[src/rtl/pc16_pkg.sv]
// Shared constants and action encoding for the pc16 program counter.
// The bench imports the same encoding to derive expected behaviour.
package pc16_pkg;
  localparam int          PC_WIDTH       = 16;
  localparam logic [15:0] PC_RESET_VALUE = 16'h0000;

  typedef enum logic [1:0] {
    OP_HOLD = 2'd0,
    OP_INC  = 2'd1,
    OP_LOAD = 2'd2,
    OP_CLR  = 2'd3
  } pc_op_e;

  // Fixed priority: clr > load > inc > hold.
  function automatic pc_op_e pc_sel_op(input logic clr, input logic load, input logic inc);
    if (clr)       return OP_CLR;
    else if (load) return OP_LOAD;
    else if (inc)  return OP_INC;
    else           return OP_HOLD;
  endfunction
endpackage

[src/rtl/pc16_if.sv]
// Control/data bundle between the datapath (master) and the counter (slave).
interface pc16_if #(parameter int WIDTH = 16);
  logic [WIDTH-1:0] d;
  logic             clr;
  logic             load;
  logic             inc;
  logic [WIDTH-1:0] pc;
  logic             wrap;
  logic             loaded;

  modport master (output d, clr, load, inc, input  pc, wrap, loaded);
  modport slave  (input  d, clr, load, inc, output pc, wrap, loaded);
endinterface

[src/rtl/pc16_mux16.sv]
// Two-input WIDTH-bit mux; used as the building block of the next-pc select.
module mux16 #(
  parameter int WIDTH = 16
) (
  input  logic             sel_i,
  input  logic [WIDTH-1:0] a_i,
  input  logic [WIDTH-1:0] b_i,
  output logic [WIDTH-1:0] y_o
);
  assign y_o = sel_i ? b_i : a_i;
endmodule

[src/rtl/pc16_register16.sv]
// WIDTH-bit register with enable and async active-low reset to RESET_VALUE.
module register16 #(
  parameter int               WIDTH       = 16,
  parameter logic [WIDTH-1:0] RESET_VALUE = '0
) (
  input  logic             clk,
  input  logic             rst_n,
  input  logic             en_i,
  input  logic [WIDTH-1:0] d_i,
  output logic [WIDTH-1:0] q_o
);
  logic [WIDTH-1:0] q_q;

  always_ff @(posedge clk or negedge rst_n) begin
    if (!rst_n)    q_q <= RESET_VALUE;
    else if (en_i) q_q <= d_i;
  end

  assign q_o = q_q;
endmodule

[src/rtl/pc16.sv]
// Program counter: clr > load > inc > hold, with registered wrap/loaded pulses.
module pc16
  import pc16_pkg::*;
#(
  parameter int               WIDTH       = PC_WIDTH,
  parameter logic [WIDTH-1:0] RESET_VALUE = WIDTH'(PC_RESET_VALUE)
) (
  input  logic  clk,
  input  logic  rst_n,
  pc16_if.slave bus
);
  pc_op_e           op;
  logic [WIDTH-1:0] pc_q;
  logic [WIDTH-1:0] pc_inc;
  logic [WIDTH-1:0] m_inc;
  logic [WIDTH-1:0] m_load;
  logic [WIDTH-1:0] pc_d;
  logic             wrap_d,   wrap_q;
  logic             loaded_d, loaded_q;

  assign op     = pc_sel_op(bus.clr, bus.load, bus.inc);
  assign pc_inc = pc_q + WIDTH'(1);

  // Mux chain mirrors the priority; d only reaches pc_d when load selects it.
  mux16 #(.WIDTH(WIDTH)) u_mux_inc  (.sel_i(bus.inc),  .a_i(pc_q),   .b_i(pc_inc),      .y_o(m_inc));
  mux16 #(.WIDTH(WIDTH)) u_mux_load (.sel_i(bus.load), .a_i(m_inc),  .b_i(bus.d),       .y_o(m_load));
  mux16 #(.WIDTH(WIDTH)) u_mux_clr  (.sel_i(bus.clr),  .a_i(m_load), .b_i(RESET_VALUE), .y_o(pc_d));

  register16 #(.WIDTH(WIDTH), .RESET_VALUE(RESET_VALUE)) u_pc_reg (
    .clk   (clk),
    .rst_n (rst_n),
    .en_i  (op != OP_HOLD),
    .d_i   (pc_d),
    .q_o   (pc_q)
  );

  always_comb begin
    wrap_d   = 1'b0;
    loaded_d = 1'b0;
    case (op)
      OP_INC:  wrap_d   = &pc_q;
      OP_LOAD: loaded_d = 1'b1;
      default: ;
    endcase
  end

  always_ff @(posedge clk or negedge rst_n) begin
    if (!rst_n) begin
      wrap_q   <= 1'b0;
      loaded_q <= 1'b0;
    end else begin
      wrap_q   <= wrap_d;
      loaded_q <= loaded_d;
    end
  end

  assign bus.pc     = pc_q;
  assign bus.wrap   = wrap_q;
  assign bus.loaded = loaded_q;
endmodule
[src/flat_wrapper.sv]
// flat-port wrapper written by rule: the top's interface ports become plain ports
module pc16_flat import pc16_pkg::*;
#(
  parameter int               WIDTH       = PC_WIDTH,
  parameter logic [WIDTH-1:0] RESET_VALUE = WIDTH'(PC_RESET_VALUE)
)
  (clk, rst_n, bus_d, bus_clr, bus_load, bus_inc, bus_pc, bus_wrap, bus_loaded);
  pc16_if #(.WIDTH(WIDTH)) bus_i ();
  input  logic clk;
  input  logic rst_n;
  input wire logic [$bits(bus_i.d)-1:0] bus_d;
  input wire logic [$bits(bus_i.clr)-1:0] bus_clr;
  input wire logic [$bits(bus_i.load)-1:0] bus_load;
  input wire logic [$bits(bus_i.inc)-1:0] bus_inc;
  output wire logic [$bits(bus_i.pc)-1:0] bus_pc;
  output wire logic [$bits(bus_i.wrap)-1:0] bus_wrap;
  output wire logic [$bits(bus_i.loaded)-1:0] bus_loaded;
  assign bus_i.d = bus_d;
  assign bus_i.clr = bus_clr;
  assign bus_i.load = bus_load;
  assign bus_i.inc = bus_inc;
  assign bus_pc = bus_i.pc;
  assign bus_wrap = bus_i.wrap;
  assign bus_loaded = bus_i.loaded;
  pc16 #(.WIDTH(WIDTH), .RESET_VALUE(RESET_VALUE)) u_core (.clk(clk), .rst_n(rst_n), .bus(bus_i));
endmodule
[config.mk]
export PLATFORM = sky130hd
export DESIGN_NAME = pc16_flat
export DESIGN_NICKNAME = d
export VERILOG_FILES = /design/src/rtl/pc16_pkg.sv /design/src/rtl/pc16_if.sv /design/src/rtl/pc16_mux16.sv /design/src/rtl/pc16_register16.sv /design/src/rtl/pc16.sv /design/src/flat_wrapper.sv
export SDC_FILE = /design/constraint.sdc
export NUM_CORES = 1
export LEC_CHECK = 0
export ABC_AREA = 1
export CAP_MARGIN = 25
export CELL_PAD_IN_SITES_DETAIL_PLACEMENT = 0
export CELL_PAD_IN_SITES_GLOBAL_PLACEMENT = 2
export CORE_UTILIZATION = 26
export CTS_CLUSTER_SIZE = 40
export DETAILED_ROUTE_END_ITERATION = 12
export PLACE_DENSITY = 0.8
export SLEW_MARGIN = 20
export SYNTH_ARGS = -nofsm -noshare
export SYNTH_HDL_FRONTEND = slang
export SYNTH_SLANG_ARGS = --single-unit
[constraint.sdc]
create_clock -name clk -period 2.25 [get_ports clk]
set_input_delay 0.3375 -clock clk [delete_from_list [all_inputs] [get_ports clk]]
set_output_delay 0.3375 -clock clk [all_outputs]
set_load 0.02 [all_outputs]
# [Word-level counts from Yosys, hierarchy flattened]
# Cells that the tools add are included.
# W data, S select, Z words.
[word_totals] regBits=18 input_bits=21 output_inout_bits=18 word_cells=18
[classes] eq_ne=2 add_sub_neg=1 muxes=8 n_reduce_logical=4
[op_table] op="$mux W16" n=3
[op_table] op="$add A16 B1 Y16 const B" n=1
[op_table] op="$reduce_and A16 Y1" n=1
[op_table] op="$mux W2" n=2
[op_table] op="$mux W1" n=3
[op_table] op="$reduce_bool A3 Y1" n=1
[op_table] op="$eq A2 B1 Y1 const B" n=1
[op_table] op="$eq A2 B2 Y1 const B" n=1
[op_table] op="$reduce_and A2 Y1" n=1
[op_table] op="$reduce_bool A2 Y1" n=1

# [Logic depth before layout (Yosys ltp)]
# Gate-level depths: netlist of the first run.
[depth] ltp_word=5 depth_mapped=8 depth_no_buf=8

# [Modules after synthesis]
# Synthesis of the first run repeated with hierarchy kept, for this count alone.
[unflattened] cells_unflattened=307 area_unflattened_um2=1851.8
[by_module_without_submodules] module="mux16" cells_per_inst=52 area_per_inst_um2=244.0 instances=3
[by_module_without_submodules] module="register16" cells_per_inst=68 area_per_inst_um2=644.4 instances=1
[by_module_without_submodules] module="pc16" cells_per_inst=83 area_per_inst_um2=475.5 instances=1

# [Least setup slack after synthesis of the first run]
# No wires, ideal clock.
[synth_path] path_type="register -> register" start="reg u_core.u_pc_reg.q_q[1], in the netlist u_core.u_pc_reg.q_o[1]" end="reg u_core.u_pc_reg.q_q[14], in the netlist u_core.u_pc_reg.q_o[14]" slack_ns=0.821 synth_period_minus_slack_ns=1.429 n_path_buf=0 path_stages_with_launch=9 arrival_ns=1.316 path_cell_list="dfrtp_1 ha_1 nand3_2 nor2_2 nand3_1 nand2_1 nand3b_1 nand2_1 inv_1"
[synth_via] elab_chain_len=4
[synth_rtl] item="start, declared" line="pc16_register16.sv:12" source="logic [WIDTH-1:0] q_q;"
[synth_rtl] item="start signal, assigned" line="pc16_register16.sv:16" source="else if (en_i) q_q <= d_i;"
[synth_rtl] item="$add A16 B1 Y16" line="pc16.sv:22" source="assign pc_inc = pc_q + WIDTH'(1);"
[synth_rtl] item="$mux W16 (3 in a row)" line="pc16_mux16.sv:10" source="assign y_o = sel_i ? b_i : a_i;"
# Every way passes these cells. The select of a mux whose other input is x is not followed.
# A chain may end at the register's enable or synchronous reset.

# [Final worst setup path of the first run]
[layout_path] start="reg u_core.u_pc_reg.q_q[2], in the netlist u_core.u_pc_reg.q_o[2]" end="out bus_pc[2]"
[layout_lines] item="end, declared" line="flat_wrapper.sv:15" source="output wire logic [$bits(bus_i.pc)-1:0] bus_pc;"
# No word-level cell between the ends.

==> metrics.txt, run 1 <==
# TYPE chip_impl_metric gauge
chip_impl_metric{name="drtAntennaViolNets",unit=""} 0
chip_impl_metric{name="power.share.combinational",unit=""} 0.273
chip_impl_metric{name="grt_util_all_layers",unit=""} 0.156
chip_impl_metric{name="sequential_cell_area",unit="sq um"} 450
chip_impl_metric{name="synth-seq-area-share",unit=""} 0.354
chip_impl_metric{name="hold_viol",unit=""} 0
chip_impl_info{name="cts_root_buf",value="sky130_fd_sc_hd__clkbuf_8"} 1
chip_impl_metric{name="cellInternalPower",unit="W"} 0.000583
chip_impl_metric{name="power.net_switching",unit="W"} 0.000269
chip_impl_metric{name="post-place-ws",unit="ps"} 400
chip_impl_info{name="cpLargestDelayFamily",value="buffers and inverters"} 1
chip_impl_metric{name="rows",unit=""} 25
chip_impl_metric{name="synth_cell_type_count",unit=""} 27
chip_impl_metric{name="die_h",unit="microns"} 72.0
chip_impl_metric{name="cts.repair_timing.setup_buffer_count",unit=""} 0
chip_impl_metric{name="cts-hold-fix-buffers",unit=""} 0
chip_impl_metric{name="dr_wl_met3",unit="microns"} 79
chip_impl_metric{name="postLayoutSetupSlackWorst",unit="ps"} 537
chip_impl_metric{name="synth.cell_area",unit="sq um"} 1270
chip_impl_metric{name="violation_count_after_the_first_detailed_routing_iteration",unit=""} 80
chip_impl_metric{name="vdd.ir_drop.worst",unit="mV"} 0.146
chip_impl_metric{name="slowest_delay",unit="ps"} 660
chip_impl_metric{name="worst_pin_slew",unit="ps"} 513
chip_impl_info{name="critical_path_class",value="flop to output pin"} 1
chip_impl_metric{name="layout.nets",unit=""} 249
chip_impl_metric{name="vias_per_cell",unit=""} 4.36
chip_impl_metric{name="fin_skew",unit="ps"} 7.17
chip_impl_metric{name="totalPowerFinal",unit="W"} 0.000852
chip_impl_metric{name="p_per_area",unit="nW/um^2"} 482
chip_impl_metric{name="dp.final_hpwl",unit="microns"} 2600
chip_impl_metric{name="drive_above_1_share",unit=""} 0.124
chip_impl_metric{name="avgSynthCellArea",unit="sq um"} 6.85
chip_impl_info{name="worstPathCellList",value="clkdlybuf4s50_1"} 1
chip_impl_metric{name="number_of_warning_messages_in_the_yosys_log",unit=""} 0
chip_impl_metric{name="worstSkewPairLatency",unit="ps"} 260
chip_impl_metric{name="required",unit="ps"} 1910
chip_impl_metric{name="design.die.area",unit="sq um"} 5180
chip_impl_metric{name="number_of_flops_mapped_to_enable_cells_by_yosys",unit=""} 0
chip_impl_metric{name="timing.max_cap.violations",unit=""} 0
chip_impl_metric{name="setup_viol",unit=""} 0
chip_impl_metric{name="num_vias",unit=""} 1273
chip_impl_metric{name="ys_async_sr_fraction",unit=""} 1.00
chip_impl_metric{name="cts.repair.resized",unit=""} 0
chip_impl_metric{name="post_drt_wl_per_cell",unit="microns"} 12.0
chip_impl_info{name="min_path_type",value="input port to async pin"} 1
chip_impl_metric{name="floorplan.initialDensity",unit=""} 0.270
chip_impl_metric{name="syn_to_final_growth",unit="%"} 38.8
chip_impl_metric{name="cp.arrival",unit="ps"} 1380
chip_impl_metric{name="critical_path.max_fanout",unit=""} 7
chip_impl_metric{name="ys_seq_elements",unit=""} 18
chip_impl_metric{name="slew-limit-headroom",unit=""} 0.657
chip_impl_metric{name="detailedRoute.firstPassIterationCount",unit=""} 4
chip_impl_metric{name="postRouteWirelength",unit="microns"} 3490
chip_impl_metric{name="grt_antenna_before_repair",unit=""} 0
chip_impl_metric{name="htree_num_levels",unit=""} 1
chip_impl_metric{name="grt_first_pass_wirelength",unit="microns"} 6110
chip_impl_metric{name="die_w",unit="microns"} 72.0
chip_impl_info{name="status",value="finished clean"} 1
chip_impl_metric{name="remaining_drc_errors",unit=""} 0
chip_impl_metric{name="first_global_vias",unit=""} 1229
chip_impl_info{name="synth-main-ff-cell",value="sky130_fd_sc_hd__dfrtp_1"} 1
chip_impl_metric{name="crit_buf_inv",unit=""} 1
chip_impl_metric{name="core-area",unit="sq um"} 4720
chip_impl_metric{name="syn_inst",unit=""} 186
chip_impl_info{name="critPathSlowestCell",value="sky130_fd_sc_hd__clkdlybuf4s50_1"} 1
chip_impl_info{name="worst_setup_path_end_kind",value="output pin"} 1
chip_impl_info{name="cp-start-kind",value="flop"} 1
chip_impl_metric{name="globalplace.congestion",unit=""} 0.805
chip_impl_metric{name="wire_length_on_met2",unit="microns"} 1560
chip_impl_metric{name="final_min_period_over_clock_period",unit=""} 0.761
chip_impl_metric{name="timing_max_transition_violations_final",unit=""} 0
chip_impl_metric{name="antennaDiodeCount",unit=""} 0
chip_impl_metric{name="multiInputGateArea",unit="sq um"} 692
chip_impl_info{name="grt_setup_unrepaired",value="no"} 1
chip_impl_metric{name="clockPowerShare",unit=""} 0.267
chip_impl_metric{name="route.layer.met1.wl",unit="microns"} 1810
chip_impl_metric{name="synthesis.nets",unit=""} 208
chip_impl_metric{name="power.sequential.fraction",unit=""} 0.459
chip_impl_metric{name="gr-total-overflow",unit=""} 0
chip_impl_metric{name="clk_pin_slew",unit="ps"} 70
chip_impl_metric{name="total_cts_buffers",unit=""} 3
chip_impl_metric{name="finalCriticalPeriod",unit="ps"} 1710
chip_impl_metric{name="num-fill-cells",unit=""} 525
chip_impl_metric{name="pin_count_of_the_biggest_net_entering_global_routing",unit=""} 29
chip_impl_metric{name="ioPinCount",unit=""} 39
chip_impl_info{name="top_signal_layer_used",value="met4"} 1
chip_impl_metric{name="switching_share",unit=""} 0.315
chip_impl_metric{name="max_freq",unit="GHz"} 0.584
chip_impl_info{name="tritoncts",value="built"} 1
chip_impl_metric{name="ctsLongestPathBuffers",unit=""} 2
chip_impl_metric{name="io_buffers",unit=""} 38
chip_impl_metric{name="setup-tns-final",unit="ps"} 0
chip_impl_metric{name="cellLeakagePower",unit="nW"} 0.796
chip_impl_metric{name="numClockSinks",unit=""} 18
[routing by layer]
metal,track usage,vias up
li1,-,677
met4,0.0654,0
met3,0.0181,4
met1,0.230,570
met2,0.229,22
met5,0,-
[worst paths after layout]
check	from	end	slack, ps	cells past startpoint
max	u_core.u_pc_reg.q_o[2]	bus_pc[2]	540	1
min	rst_n	u_core.u_pc_reg.q_o[8]	420	2
max reg2reg	u_core.u_pc_reg.q_o[1]	u_core.u_pc_reg.q_o[14]	740	8
min reg2reg	u_core.u_pc_reg.q_o[8]	u_core.u_pc_reg.q_o[8]	610	2
max in group asynchronous	rst_n	u_core.u_pc_reg.q_o[6]	1620	2
min in group clk	u_core.u_pc_reg.q_o[8]	u_core.u_pc_reg.q_o[8]	610	2
[state kept, by name, summed over array words and instances (netlist names)]
| name | flops |
|---|---|
| u_core.bus.wrap | 1 |
| u_core.u_pc_reg.q_o | 16 |
| u_core.bus.loaded | 1 |
[area by class of cell]
type                    count  area share
inverters                  28      0.0594
multi-input cells         136       0.391
flip-flops and latches     18       0.255
well taps                  67      0.0474
clock buffers               3      0.0234
repair buffers             40       0.224
[through the flow]
stage / util / hold WS [ps] / cell area (sq um) / cells
after global placement: 0.366 / 599 / 1730 / 289
after global routing: 0.374 / 442 / 1770 / 292
after CTS: 0.374 / 427 / 1770 / 292
after detailed placement: 0.366 / 601 / 1730 / 289
final: 0.374 / 416 / 1770 / 292
after floorplan: - / 41.9 / 1270 / 186
[logic make-up (layout without fill, tap and decap cells)]
logic type | after synthesis | count (layout) | synth area share
DFF | 18 | 18 | 0.354
and+or+nand+nor | 106 | 106 | 0.381
adders and majority gates | 1 | 1 | 0.00982
buffers and inverters | 32 | 71 | 0.103
AOI/OAI and AO/OA | 29 | 29 | 0.152
[power by group through the flow]
stage	Sequential (W)	Combinational [W]	Clock [W]
6_report	0.000391	0.000233	0.000228
3_3_place_gp	0.000398	0.000235	0
2_1_floorplan	0.000422	0.0000870	0
4_1_cts	0.000392	0.000236	0.000238
5_1_grt	0.000398	0.000258	0.000255
3_5_place_dp	0.000398	0.000235	0
[placed cells by master, fill, tap and decap left out]
| master | n |
|---|---|
| sky130_fd_sc_hd__nand2_1 | 53 |
| sky130_fd_sc_hd__clkdlybuf4s50_1 | 38 |
| sky130_fd_sc_hd__inv_1 | 24 |
| sky130_fd_sc_hd__nor2_1 | 20 |
| sky130_fd_sc_hd__dfrtp_1 | 18 |
| sky130_fd_sc_hd__nand3_1 | 14 |
| sky130_fd_sc_hd__nor2_2 | 7 |
| sky130_fd_sc_hd__a21oi_1 | 7 |
| sky130_fd_sc_hd__inv_2 | 4 |
| sky130_fd_sc_hd__nand2_2 | 4 |
| sky130_fd_sc_hd__nand3_2 | 3 |
| sky130_fd_sc_hd__a21oi_2 | 3 |
| sky130_fd_sc_hd__o21bai_1 | 3 |
| sky130_fd_sc_hd__o31ai_1 | 3 |
| sky130_fd_sc_hd__a31oi_1 | 3 |
| sky130_fd_sc_hd__clkbuf_8 | 3 |
| sky130_fd_sc_hd__o21ai_1 | 2 |
| sky130_fd_sc_hd__o2111ai_1 | 2 |
| sky130_fd_sc_hd__o21ai_0 | 2 |
| sky130_fd_sc_hd__a22oi_1 | 2 |
| sky130_fd_sc_hd__nand4_1 | 2 |
| sky130_fd_sc_hd__buf_4 | 2 |
| sky130_fd_sc_hd__nor3_2 | 1 |
| sky130_fd_sc_hd__nor4_2 | 1 |
| sky130_fd_sc_hd__o211ai_1 | 1 |
| sky130_fd_sc_hd__o22a_1 | 1 |
| sky130_fd_sc_hd__nand3b_1 | 1 |
| sky130_fd_sc_hd__ha_1 | 1 |
[Yosys cell counts, types with 2 or more instances]
cell                        instances  area (sq um)
sky130_fd_sc_hd__nand2_1           53           199
sky130_fd_sc_hd__inv_1             24          90.1
sky130_fd_sc_hd__nor2_1            20          75.1
sky130_fd_sc_hd__dfrtp_1           18           450
sky130_fd_sc_hd__nand3_1           14          70.1
sky130_fd_sc_hd__a21oi_1            7          35.0
sky130_fd_sc_hd__nor2_2             7          43.8
sky130_fd_sc_hd__inv_2              4          15.0
sky130_fd_sc_hd__nand2_2            4          25.0
sky130_fd_sc_hd__a21oi_2            3          26.3
sky130_fd_sc_hd__a31oi_1            3          18.8
sky130_fd_sc_hd__buf_2              3          15.0
sky130_fd_sc_hd__nand3_2            3          30.0
sky130_fd_sc_hd__o21bai_1           3          22.5
sky130_fd_sc_hd__o31ai_1            3          22.5
sky130_fd_sc_hd__a22oi_1            2          15.0
sky130_fd_sc_hd__nand4_1            2          12.5
sky130_fd_sc_hd__o2111ai_1          2          17.5
sky130_fd_sc_hd__o21ai_0            2          10.0
sky130_fd_sc_hd__o21ai_1            2          10.0
Note: power is estimated with default switching activity, not from simulation.
==> inputs of run 2 (changes only) <==
CORE_UTILIZATION = 22   (was 26)
PLACE_DENSITY = 0.72   (was 0.8)
clock period = 1.4 ns   (was 2.25 ns; I/O delays follow)
==> run 2 against run 1 <==
Against the previous run:
- final cell count increased by 8.6%
- critical endpoint is now bus_pc[0]
- via count increased by 6.6%
- global-route usage decreased by 1.6 points
- wire length increased by 12%
==> metrics.txt, run 2 (synthesis gave the netlist of run 1 again) <==
# TYPE chip_impl_metric gauge
chip_impl_metric{name="remaining_drc_errors",unit=""} 0
chip_impl_info{name="worst_setup_path_end_kind",value="output pin"} 1
chip_impl_metric{name="io_buffers",unit=""} 38
chip_impl_metric{name="die_h",unit="microns"} 78.1
chip_impl_info{name="critical_path_class",value="flop to output pin"} 1
chip_impl_metric{name="post_route_worst_hold_slack",unit="ps"} 283
chip_impl_metric{name="antennaDiodeCount",unit=""} 0
chip_impl_metric{name="grt_first_pass_wirelength",unit="microns"} 6570
chip_impl_info{name="critPathSlowestCell",value="sky130_fd_sc_hd__dfrtp_2"} 1
chip_impl_metric{name="vias_per_cell",unit=""} 4.28
chip_impl_metric{name="numClockSinks",unit=""} 18
chip_impl_metric{name="cellLeakagePower",unit="nW"} 0.963
chip_impl_metric{name="critical_path.max_fanout",unit=""} 4
chip_impl_metric{name="pin_count_of_the_biggest_net_entering_global_routing",unit=""} 19
chip_impl_metric{name="timing_max_transition_violations_final",unit=""} 0
chip_impl_metric{name="dr_wl_met3",unit="microns"} 99
chip_impl_info{name="status",value="finished clean"} 1
chip_impl_metric{name="layout.nets",unit=""} 268
chip_impl_metric{name="die_w",unit="microns"} 78.1
chip_impl_metric{name="postRouteWirelength",unit="microns"} 3910
chip_impl_metric{name="fin_skew",unit="ps"} 5.02
chip_impl_metric{name="clk_pin_slew",unit="ps"} 80
chip_impl_metric{name="grt_util_all_layers",unit=""} 0.139
chip_impl_metric{name="num-fill-cells",unit=""} 629
chip_impl_metric{name="vdd.ir_drop.worst",unit="mV"} 0.386
chip_impl_metric{name="worstSkewPairLatency",unit="ps"} 260
chip_impl_metric{name="drtAntennaViolNets",unit=""} 0
chip_impl_info{name="cp-start-kind",value="flop"} 1
chip_impl_info{name="commonest_cells_after_routing_fill_and_taps_aside",value="51 x sky130_fd_sc_hd__nand2_1, 24 x sky130_fd_sc_hd__inv_1, 21 x sky130_fd_sc_hd__buf_4, 20 x sky130_fd_sc_hd__clkdlybuf4s50_1, 19 x sky130_fd_sc_hd__nor2_1"} 1
chip_impl_metric{name="violation_count_after_the_first_detailed_routing_iteration",unit=""} 56
chip_impl_metric{name="largest_register_ffs",unit=""} 16
chip_impl_metric{name="fin_area",unit="sq um"} 1960
chip_impl_metric{name="slowest_delay",unit="ps"} 410
chip_impl_info{name="cts_root_buf",value="sky130_fd_sc_hd__clkbuf_8"} 1
chip_impl_metric{name="first_global_vias",unit=""} 1347
chip_impl_metric{name="ioPinCount",unit=""} 39
chip_impl_metric{name="syn_to_final_growth",unit="%"} 53.6
chip_impl_metric{name="globalplace.congestion",unit=""} 0.766
chip_impl_metric{name="detailedRoute.firstPassIterationCount",unit=""} 4
chip_impl_info{name="layout.cells.most_common",value="sky130_fd_sc_hd__nand2_1"} 1
chip_impl_metric{name="num_vias",unit=""} 1357
chip_impl_metric{name="htree_num_levels",unit=""} 1
chip_impl_metric{name="grt_antenna_before_repair",unit=""} 0
chip_impl_metric{name="cp.arrival",unit="ps"} 1130
chip_impl_metric{name="rows",unit=""} 27
chip_impl_metric{name="worst_pin_slew",unit="ps"} 356
chip_impl_metric{name="finalCriticalPeriod",unit="ps"} 1340
chip_impl_metric{name="cts-hold-fix-buffers",unit=""} 0
chip_impl_metric{name="timing.max_cap.violations",unit=""} 0
chip_impl_metric{name="ctsLongestPathBuffers",unit=""} 2
chip_impl_info{name="worstPathCellList",value="buf_4 -> dlygate4sd2_1"} 1
chip_impl_metric{name="slew-limit-headroom",unit=""} 0.762
chip_impl_metric{name="placed_area",unit="sq um"} 1860
chip_impl_info{name="grt_setup_unrepaired",value="yes"} 1
chip_impl_metric{name="final_min_period_over_clock_period",unit=""} 0.958
chip_impl_metric{name="gr-total-overflow",unit=""} 0
chip_impl_info{name="tritoncts",value="built"} 1
chip_impl_info{name="top_signal_layer_used",value="met4"} 1
chip_impl_metric{name="dp.final_hpwl",unit="microns"} 2970
chip_impl_metric{name="design.die.area",unit="sq um"} 6100
chip_impl_metric{name="max_freq",unit="GHz"} 0.746
chip_impl_metric{name="total_cts_buffers",unit=""} 3
chip_impl_metric{name="wire_length_on_met2",unit="microns"} 1800
chip_impl_metric{name="p_per_area",unit="nW/um^2"} 763
chip_impl_metric{name="route.layer.met1.wl",unit="microns"} 1970
chip_impl_metric{name="floorplan.initialDensity",unit=""} 0.230
chip_impl_metric{name="drive_above_1_share",unit=""} 0.241
chip_impl_metric{name="setup-tns-final",unit="ps"} 0
chip_impl_metric{name="required",unit="ps"} 1190
chip_impl_metric{name="hold_viol",unit=""} 0
chip_impl_metric{name="setup_viol",unit=""} 0
chip_impl_metric{name="post_drt_wl_per_cell",unit="microns"} 12.3
chip_impl_metric{name="core-area",unit="sq um"} 5540
chip_impl_info{name="min_path_type",value="input port to async pin"} 1
run 2: changes by cell type in the layout (fill, tap and decap cells not counted), moves of 3 or more:
cell / change
sky130_fd_sc_hd__buf_4: +19
sky130_fd_sc_hd__clkdlybuf4s50_1: -18
sky130_fd_sc_hd__dfrtp_1: -6
sky130_fd_sc_hd__dfrtp_2: +6
sky130_fd_sc_hd__dlygate4sd2_1: +17
sky130_fd_sc_hd__nor2_4: +3
run 2: final timing paths:
kind | slack [ps] | end | start | cells after the start
setup / recovery | 60 | bus_pc[0] | u_core.u_pc_reg.q_o[0] | 2
hold / removal | 280 | u_core.u_pc_reg.q_o[15] | rst_n | 2
setup reg to reg | 130 | u_core.u_pc_reg.q_o[14] | u_core.u_pc_reg.q_o[0] | 8
hold reg to reg | 610 | u_core.u_pc_reg.q_o[7] | u_core.u_pc_reg.q_o[7] | 2
max in group asynchronous | 890 | u_core.u_pc_reg.q_o[7] | rst_n | 2
min in group clk | 510 | u_core.u_pc_reg.q_o[3] | bus_d[3] | 3
run 2: critical path, delay by kind of cell, from the launching register on:
family | cells | cell delay, ps
buf+inv | 2 | 460
flops | 1 | 410
run 2: layout make-up:
type                            instances  area [sq um]  share of cell area
Multi-Input combinational cell        136           729               0.373
Timing Repair Buffer                   59           519               0.265
Sequential cell                        18           458               0.234
Inverter                               28           105              0.0537
Tap cell                               72          90.1              0.0460
Clock buffer                            4          55.1              0.0281
run 2: stage by stage:
stage / utilization / std cells / power [W] / setup slack, ps
final: 0.353 / 317 / 0.00149 / 58.6
after global placement: 0.335 / 310 / 0.00106 / -206
after floorplan: - / 186 / 0.000819 / 60.6
after detailed placement: 0.335 / 310 / 0.00107 / -200
after global routing: 0.353 / 317 / 0.00159 / -15.5
after CTS: 0.341 / 314 / 0.00150 / 0.223
run 2: routing by layer:
layer | vias up | track usage
li1 | 720 | -
met1 | 615 | 0.188
met2 | 20 | 0.227
met3 | 2 | 0.0233
met4 | 0 | 0.0389
met5 | - | 0
run 2: timing repair:
item / CTS / global route
gates cloned: 0 / 0
resized for setup: 17 / 14
pin swaps: 0 / 0
endpoints found under the setup margin: 17 / 10
setup buffers: 0 / 3
run 2: where the power goes:
group / internal [W] / leakage (nW) / switching (W) / total [W]
Combinational: 0.000197 / 0.709 / 0.000224 / 0.000421
Clock: 0.000251 / 0.0288 / 0.000202 / 0.000453
Sequential: 0.000566 / 0.226 / 0.0000530 / 0.000619
